==> src/rtl/ram_8_16_pkg.sv <==
// Shared definitions for the 8x16 RAM built-in self-test.
// Contents: RAM geometry, the BIST FSM state type and the march pattern
// generator used both to drive write data and to form expected read data.
package ram_8_16_pkg;

    localparam int DEPTH = 8;
    localparam int AW    = 3;
    localparam int DW    = 16;

    typedef enum logic [2:0] {
        ST_IDLE,
        ST_WRITE,
        ST_READ,
        ST_DRAIN,
        ST_FINISH
    } state_t;

    // Phase 0 writes seed+addr, phase 1 writes the inverse so every cell
    // sees each bit in both polarities.
    function automatic logic [DW-1:0] pattern(input logic [DW-1:0] seed,
                                              input logic [AW-1:0] a,
                                              input logic          ph);
        logic [DW-1:0] v;
        v = seed + {{(DW-AW){1'b0}}, a};
        return ph ? ~v : v;
    endfunction

endpackage

==> src/rtl/ram_8_16_bist_cmp_pipe.sv <==
// Read-compare pipeline for the RAM BIST.
// Delays {valid, addr, expected} by READ_LAT cycles so the entry lines up
// with the RAM's registered data_out, then compares.
// Ports:
//   clk, clr          clock, async active-high reset (flushes the pipeline)
//   in_valid/addr/exp read issued this cycle, its address and expected data
//   data_out          RAM read data
//   mis, mis_addr     miscompare strobe and the address that miscompared
module bist_cmp_pipe
    import ram_8_16_pkg::*;
#(
    parameter int READ_LAT = 1
) (
    input  logic          clk,
    input  logic          clr,
    input  logic          in_valid,
    input  logic [AW-1:0] in_addr,
    input  logic [DW-1:0] in_exp,
    input  logic [DW-1:0] data_out,
    output logic          mis,
    output logic [AW-1:0] mis_addr
);

    logic          v_q [READ_LAT];
    logic [AW-1:0] a_q [READ_LAT];
    logic [DW-1:0] e_q [READ_LAT];

    always_ff @(posedge clk or posedge clr) begin
        if (clr) begin
            for (int i = 0; i < READ_LAT; i++) begin
                v_q[i] <= 1'b0;
                a_q[i] <= '0;
                e_q[i] <= '0;
            end
        end else begin
            v_q[0] <= in_valid;
            a_q[0] <= in_addr;
            e_q[0] <= in_exp;
            for (int i = 1; i < READ_LAT; i++) begin
                v_q[i] <= v_q[i-1];
                a_q[i] <= a_q[i-1];
                e_q[i] <= e_q[i-1];
            end
        end
    end

    // The last stage is valid in exactly the cycle data_out carries the read.
    assign mis      = v_q[READ_LAT-1] && (data_out != e_q[READ_LAT-1]);
    assign mis_addr = a_q[READ_LAT-1];

endmodule

==> src/rtl/ram_8_16_bist.sv <==
// Built-in self-test initiator for the 8-word x 16-bit dual-port RAM.
// Runs a two-phase write/read-back march (pattern, then inverted pattern)
// over both RAM ports and reports pass/fail with a saturating error count.
//
// state  | meaning
// IDLE   | waiting for start; result outputs hold
// WRITE  | 8 cycles writing P(addr,ph) to addr 0..7
// READ   | 8 cycles reading addr 0..7 into the compare pipeline
// DRAIN  | READ_LAT cycles letting the last reads retire
// FINISH | one cycle, done pulse
//
// Ports:
//   clk, clr               clock, async active-high reset
//   start, seed            run request (honoured only in IDLE), pattern seed
//   we, wr_addr, data_in   RAM write port
//   re, rd_addr, data_out  RAM read port
//   busy, done, pass       run status and result
//   fail_addr, err_count   first failing address, saturating miscompare count
module ram_8_16_bist
    import ram_8_16_pkg::*;
#(
    parameter int READ_LAT = 1,
    parameter int ERR_W    = 4
) (
    input  logic             clk,
    input  logic             clr,
    input  logic             start,
    input  logic [DW-1:0]    seed,
    output logic             we,
    output logic [AW-1:0]    wr_addr,
    output logic [DW-1:0]    data_in,
    output logic             re,
    output logic [AW-1:0]    rd_addr,
    input  logic [DW-1:0]    data_out,
    output logic             busy,
    output logic             done,
    output logic             pass,
    output logic [AW-1:0]    fail_addr,
    output logic [ERR_W-1:0] err_count
);

    localparam logic [AW-1:0] LAST_ADDR  = AW'(DEPTH - 1);
    localparam logic [1:0]    DRAIN_INIT = 2'(READ_LAT - 1);

    state_t        state_q, state_d;
    logic [AW-1:0] addr_q, addr_d, addr_inc;
    logic [1:0]    drain_q, drain_d;
    logic          ph_q, ph_d;
    logic [DW-1:0] seed_q, seed_d;

    logic             we_d, re_d, busy_d, done_d, pass_d;
    logic [AW-1:0]    wr_addr_d, rd_addr_d;
    logic [DW-1:0]    data_in_d;

    logic             accept;
    logic             mis;
    logic [AW-1:0]    mis_addr;
    logic             first_fail_q;
    logic             err_inc;
    logic [ERR_W-1:0] err_next;

    assign accept   = (state_q == ST_IDLE) && start;
    assign addr_inc = addr_q + AW'(1);
    assign err_inc  = mis && (err_count != {ERR_W{1'b1}});
    assign err_next = err_count + {{(ERR_W-1){1'b0}}, err_inc};

    bist_cmp_pipe #(.READ_LAT(READ_LAT)) u_cmp (
        .clk      (clk),
        .clr      (clr),
        .in_valid (re),
        .in_addr  (rd_addr),
        .in_exp   (pattern(seed_q, rd_addr, ph_q)),
        .data_out (data_out),
        .mis      (mis),
        .mis_addr (mis_addr)
    );

    // Next-state logic also computes the next value of every registered
    // output, so the RAM sees clean flop outputs aligned with the state.
    always_comb begin
        state_d   = state_q;
        addr_d    = addr_q;
        drain_d   = drain_q;
        ph_d      = ph_q;
        seed_d    = seed_q;
        we_d      = 1'b0;
        wr_addr_d = '0;
        data_in_d = '0;
        re_d      = 1'b0;
        rd_addr_d = '0;
        busy_d    = 1'b0;
        done_d    = 1'b0;
        pass_d    = pass;

        case (state_q)
            ST_IDLE: begin
                if (start) begin
                    state_d   = ST_WRITE;
                    seed_d    = seed;
                    ph_d      = 1'b0;
                    addr_d    = '0;
                    pass_d    = 1'b0;
                    busy_d    = 1'b1;
                    we_d      = 1'b1;
                    data_in_d = pattern(seed, '0, 1'b0);
                end
            end
            ST_WRITE: begin
                busy_d = 1'b1;
                if (addr_q == LAST_ADDR) begin
                    state_d = ST_READ;
                    addr_d  = '0;
                    re_d    = 1'b1;
                end else begin
                    addr_d    = addr_inc;
                    we_d      = 1'b1;
                    wr_addr_d = addr_inc;
                    data_in_d = pattern(seed_q, addr_inc, ph_q);
                end
            end
            ST_READ: begin
                busy_d = 1'b1;
                if (addr_q == LAST_ADDR) begin
                    state_d = ST_DRAIN;
                    drain_d = DRAIN_INIT;
                end else begin
                    addr_d    = addr_inc;
                    re_d      = 1'b1;
                    rd_addr_d = addr_inc;
                end
            end
            ST_DRAIN: begin
                if (drain_q != 2'd0) begin
                    busy_d  = 1'b1;
                    drain_d = drain_q - 2'd1;
                end else if (!ph_q) begin
                    state_d   = ST_WRITE;
                    ph_d      = 1'b1;
                    addr_d    = '0;
                    busy_d    = 1'b1;
                    we_d      = 1'b1;
                    data_in_d = pattern(seed_q, '0, 1'b1);
                end else begin
                    // The final compare retires on this same edge, hence err_next.
                    state_d = ST_FINISH;
                    done_d  = 1'b1;
                    pass_d  = (err_next == '0);
                end
            end
            ST_FINISH: begin
                state_d = ST_IDLE;
            end
            default: begin
                state_d = ST_IDLE;
            end
        endcase
    end

    always_ff @(posedge clk or posedge clr) begin
        if (clr) begin
            state_q <= ST_IDLE;
            addr_q  <= '0;
            drain_q <= '0;
            ph_q    <= 1'b0;
            seed_q  <= '0;
            we      <= 1'b0;
            wr_addr <= '0;
            data_in <= '0;
            re      <= 1'b0;
            rd_addr <= '0;
            busy    <= 1'b0;
            done    <= 1'b0;
            pass    <= 1'b0;
        end else begin
            state_q <= state_d;
            addr_q  <= addr_d;
            drain_q <= drain_d;
            ph_q    <= ph_d;
            seed_q  <= seed_d;
            we      <= we_d;
            wr_addr <= wr_addr_d;
            data_in <= data_in_d;
            re      <= re_d;
            rd_addr <= rd_addr_d;
            busy    <= busy_d;
            done    <= done_d;
            pass    <= pass_d;
        end
    end

    always_ff @(posedge clk or posedge clr) begin
        if (clr) begin
            err_count    <= '0;
            fail_addr    <= '0;
            first_fail_q <= 1'b0;
        end else if (accept) begin
            err_count    <= '0;
            fail_addr    <= '0;
            first_fail_q <= 1'b0;
        end else if (mis) begin
            err_count <= err_next;
            if (!first_fail_q) begin
                fail_addr    <= mis_addr;
                first_fail_q <= 1'b1;
            end
        end
    end

endmodule

==> config.mk <==
export PLATFORM = sky130hd
export DESIGN_NAME = ram_8_16_bist
export DESIGN_NICKNAME = d
export VERILOG_FILES = /design/src/rtl/ram_8_16_pkg.sv /design/src/rtl/ram_8_16_bist_cmp_pipe.sv /design/src/rtl/ram_8_16_bist.sv
export SDC_FILE = /design/constraint.sdc
export NUM_CORES = 1
export LEC_CHECK = 0
export CAP_MARGIN = 10
export CORE_MARGIN = 2
export CORE_UTILIZATION = 35
export CTS_BUF_LIST = sky130_fd_sc_hd__clkbuf_16
export DETAILED_ROUTE_END_ITERATION = 7
export GPL_TIMING_DRIVEN = 1
export SETUP_SLACK_MARGIN = 0.1
export SYNTH_ARGS = -nofsm -noshare
export SYNTH_HDL_FRONTEND = slang
export SYNTH_SLANG_ARGS = --single-unit
export TNS_END_PERCENT = 5
==> constraint.sdc <==
create_clock -name clk -period 6.4 [get_ports clk]
set_input_delay 0.64 -clock clk [delete_from_list [all_inputs] [get_ports clk]]
set_output_delay 0.64 -clock clk [all_outputs]
set_load 0.005 [all_outputs]
# Word level (Yosys, flattened, before mapping)
# Index checks and enable logic that the tools add are counted.
# word_totals
reg_bits	80
latchBits	0
mem_bits_rw	0
mem_bits_ro	0
inputBits	35
output_inout_bits	34
word_cells	109
n_memories	0
# classes
add_sub_neg	5
n_mul	0
div	0
order_cmp	0
eq_ne	15
n_shift	0
muxes	49
n_bitwise	3
reduce_logical	18
# ops
operator	n
$mux 16	6
$not 16->16	3
$pmux 16 s3	1
$mux 3	15
$add 16x3->16	2
$pmux 3 s4	2
$ne 2x2->1 const B	9
$ne 16x16->1	1
$mux 1	15
$mux 4	2
$reduce_and 4->1	2
$reduce_bool 2->1	4
$eq 3x2->1 const B	2
$pmux 1 s2	3
$pmux 1 s3	2
$reduce_and 3->1	2
$reduce_and 5->1	1
$add 4x1->4	1
$logic_not 4->1	1
$mux 2	2
$ne 4x4->1 const B	1
$pmux 2 s2	1
$reduce_and 2->1	2
$reduce_bool 4->1	1
7 further kinds	9

# Logic depth before layout (Yosys ltp)
# logic_depth
ltp_word	8
ltp_mapped	11

# Modules after synthesis
# A second synthesis with hierarchy kept.
# hier_totals
cells_unflattened	387
area_unflattened_um2	4116.4
# modules_own_cells
mod	n_inst	cells_each	area_per_inst_um2	seq_area_each_um2
ram_8_16_bist	1	345	3435.8	1501.4
bist_cmp_pipe	1	42	680.7	500.5

# Worst setup path before layout
# Ideal clock, no wire load.
# synth_timing
path_type	input-to-reg
start	in data_out[10]
end	reg pass
arrival_time_ns	2.689
required_time_ns	6.290
path_slack_ns	3.601
stages	10
path_buffers	1
cell_sequence	xnor2_1 -> nand4_1 -> o41ai_2 -> buf_2 -> a41oi_1 -> ha_1 -> ha_1 -> nor3_1 -> nand2_1 -> o41ai_1
# synth_between
elab_chain_len	8
# synth_rtl
element	line_no	text
start: declaration	ram_8_16_bist.sv:34	input logic [DW-1:0] data_out,
$ne 16x16->1	ram_8_16_bist_cmp_pipe.sv:48	assign mis = v_q[READ_LAT-1] && (data_out != e_q[READ_LAT-1]);
$logic_and 1x1->1	ram_8_16_bist_cmp_pipe.sv:48	
$logic_and 1x1->1	ram_8_16_bist.sv:64	assign err_inc = mis && (err_count != {ERR_W{1'b1}});
$add 4x1->4	ram_8_16_bist.sv:65	assign err_next = err_count + {{(ERR_W-1){1'b0}}, err_inc};
$logic_not 4->1	ram_8_16_bist.sv:147	pass_d = (err_next == '0);
$mux 1	ram_8_16_bist.sv:136	end else if (!ph_q) begin
$mux 1	ram_8_16_bist.sv:133	if (drain_q != 2'd0) begin
$pmux 1 s2	ram_8_16_bist.sv:95	case (state_q)
end signal: assignment	ram_8_16_bist.sv:187	pass <= pass_d;
end: declaration	ram_8_16_bist.sv:37	output logic pass,
# No other way between the ends. The select of a mux whose other input is x is not followed.
# A chain may end at the register's enable or synchronous reset.

# Worst setup path after layout
# layout_timing
start	in data_out[9]
end	reg pass
# Same word-level chain as after synthesis.

==> results.json <==
{
  "status": "finished clean",
  "maxSlewViolCount": 0,
  "hold_viol": 0,
  "startpoint": "data_out[9]",
  "drt_iter0_drc": 222,
  "arrival_ps": 3160,
  "ir_drop_mv": 0.154,
  "finalSetupViolations": 0,
  "grt_pass1_wl_mm": 15.4,
  "grt_usage_pct": 15.7,
  "drt_drc_violations_left": 0,
  "ff2ff_setup_slack_ps": 3770,
  "place_congestion": 0.848,
  "hold_path_class": "flop to flop",
  "vias": 2969,
  "antenna_cells": 0,
  "synth_edf_count": 0,
  "syn_avg_cell_area_um2": 10.2,
  "grt_pass1_vias": 3047,
  "clkLatencyLatePin_ps": 340,
  "fin_tns_setup_ps": 0,
  "synth_area_leaders": "dfrtp_1, xnor2_1, nand2_1, xor2_1, ha_1",
  "rsz0062_at_grt": "no",
  "worstPathRequired_ps": 6630,
  "die_w_um": 111,
  "overflow": 0,
  "io_buffer_count": 68,
  "nFillCells": 1059,
  "cts_max_level": 3,
  "ios": 69,
  "cts.sinks": 80,
  "fmax_ghz": 0.342,
  "worstSetupPathType": "input port to flop",
  "coreArea_mm2": 0.0113,
  "worst_slew_pin_slew_ps": 1000,
  "wire_per_inst_um": 15.2,
  "netlist_area_mm2": 0.00400,
  "cp-end-kind": "flop",
  "root_buffer": "clkbuf_16",
  "synth_top_cell_by_area": "dfrtp_1",
  "synth_ff_type": "dfrtp_1",
  "cp_max_fo": 16,
  "fin_worst_skew_ps": 7.69,
  "period_share_pct": 45.7,
  "yosysUniqueCellTypes": 47,
  "antenna_found_initial": 0,
  "clk_pin_slew_ps": 60,
  "clk_path_buf_depth": 2,
  "drive_gt1_share_pct": 6.49,
  "nets": 505,
  "fin_crit_ps": 2930,
  "initial_core_util_pct": 35.5,
  "startpoint_type": "input port",
  "slew_headroom_pct": 33.1,
  "cts_resized": 0,
  "synth_cells": 394,
  "ant_nets": 0,
  "ys_seq_area_share_pct": 50.0,
  "synth_async_sr_flop_share_pct": 100,
  "syn_nets": 442,
  "r2r_end": "data_in[14]$_DFF_PP0_",
  "cts_tree": "yes",
  "cts_buffers": 9,
  "cts_hold_buf": 0,
  "die_h_um": 111,
  "cp-endpoint": "pass$_DFFE_PP0P_",
  "power.density_mw_per_mm2": 471,
  "post_cts_buffers": 0,
  "area_growth_pct": 26.8,
  "reg2regPathDepth": 7,
  "synth_top_area_share_pct": 50.0,
  "wl_mm": 9.22,
  "ys_warn_count": 0,
  "dpl.hpwl_mm": 6.32,
  "via_per_inst": 4.91,
  "rows": 39,
  "holdWs_ps": 419,
  "dieArea_mm2": 0.0123,
  "dr.pass1.iters": 4,
  "p_total_w": 0.00239,
  "reg2reg_from": "addr_q[0]$_DFFE_PP0P_",
  "leakagePower_nw": 2.21,
  "grt_max_degree": 81,
  "ys_ff_latch": 80,
  "maxCapViolCount": 0
}
Yosys cell counts, types with 4 or more instances:
cell type	n
clkbuf_1	11
nand4_1	8
nand2_1	72
a21oi_1	11
a21o_1	8
and3_1	5
o211ai_1	5
dfrtp_1	80
ha_1	11
xor2_1	18
or3_1	5
nand3_1	9
buf_2	7
xnor2_1	45
inv_1	7
nor2b_1	4
nor2_1	20
nor3_1	6
o21ai_0	15
o221ai_1	10
stage by stage:
step | setup WS [ps] | instance area (µm²) | utilization [%] | std cells
3_5_place_dp | 3060 | 4810 | 42.6 | 589
3_3_place_gp | 3190 | 4810 | 42.6 | 589
6_report | 3470 | 5070 | 45.0 | 605
2_1_floorplan | 3600 | 4000 | - | 394
4_1_cts | 3420 | 5070 | 45.0 | 605
5_1_grt | 3270 | 5070 | 45.0 | 605
worst max-delay path: stages:
cell,delay (ps)
clkdlybuf4s50_1,470
xnor2_1,120
nand4_1,160
o41ai_2,360
buf_4,250
a41oi_1,60
ha_1,230
ha_1,210
xor2_1,150
nor3_1,140
nand2_1,70
o41ai_1,300
kinds of logic (layout without fill, tap and decap cells):
family / count (synthesis) / after routing / synth area share (%)
AO/OA/AOI/OAI: 61 / 61 / 10.6
multiplexers: 1 / 1 / 0.250
buffers and inverters: 27 / 95 / 2.94
adder cells (fa/ha/maj): 13 / 13 / 4.44
AND/OR/NAND/NOR: 149 / 149 / 17.9
XOR/XNOR: 63 / 63 / 13.8
flip-flops: 80 / 80 / 50.0
area by class of cell:
class / instances / area (µm²) / area share, %
Clock buffer: 9 / 225 / 4.44
Clock inverter: 7 / 40.0 / 0.789
Inverter: 7 / 27.5 / 0.543
Multi-Input combinational cell: 287 / 1890 / 37.2
Sequential cell: 80 / 2000 / 39.5
Tap cell: 143 / 179 / 3.53
Timing Repair Buffer: 72 / 711 / 14.0
layout by cell type, fill, tap and decap left out, drive strengths merged, types with 2 or more instances in the layout:
cell           synthesis  routed
ha                    11      11
buf                    9       4
a211oi                 2       2
xor2                  18      18
clkdlybuf4s50          0      68
o21a                   2       2
o211ai                 5       5
nand3b                 3       3
nor2                  20      20
dfrtp                 80      80
clkbuf                11       9
clkinv                 0       6
o31ai                  3       3
nor4b                  2       2
nand3                  9       9
nor3                   6       6
xnor2                 45      45
a21oi                 11      11
a21o                   8       8
nor2b                  4       4
or4b                   2       2
inv                    7       7
fa                     2       2
nand4                  8       8
and3                   5       5
and2                   3       3
o21ai                 15      15
o41ai                  2       2
nand2                 73      73
or3                    5       5
o221ai                10      10
nor3b                  2       2
or2                    3       3
worst min path at each step:
stage	cells past startpoint	slack, ps	endpoint	startpoint
floorplan	0	380	u_cmp.v_q$_DFF_PP0_	re$_DFF_PP0_
global placement	0	430	u_cmp.v_q$_DFF_PP0_	re$_DFF_PP0_
detailed placement	0	420	u_cmp.v_q$_DFF_PP0_	re$_DFF_PP0_
CTS	0	440	u_cmp.v_q$_DFF_PP0_	re$_DFF_PP0_
global route	0	430	u_cmp.v_q$_DFF_PP0_	re$_DFF_PP0_
finish	0	420	u_cmp.v_q$_DFF_PP0_	re$_DFF_PP0_
power by group:
part / total, W / internal, W / switching (W)
clock: 0.000454 / 0.000258 / 0.000196
sequential: 0.000873 / 0.000709 / 0.000164
combinational: 0.00106 / 0.000535 / 0.000529
total: 0.00239 / 0.00150 / 0.000889
flip-flops by register name, summed over array words and instances, names as in the netlist, 2 cells and up:
signal,cells
u_cmp.mis_addr,3
seed_q,16
addr_q,3
state_q,3
fail_addr,3
drain_q,2
wr_addr,3
u_cmp.e_q,16
rd_addr,3
err_count,4
data_in,16
metal layers:
metal  part of all wire (%)  GRT usage (%)  wire [µm]
met3                    3.4           3.17        317
met4                    1.7           6.50        159
met2                     45           24.2       4170
met5                      0              0          0
met1                     50           21.8       4580
(Power assumes the default switching activity.)
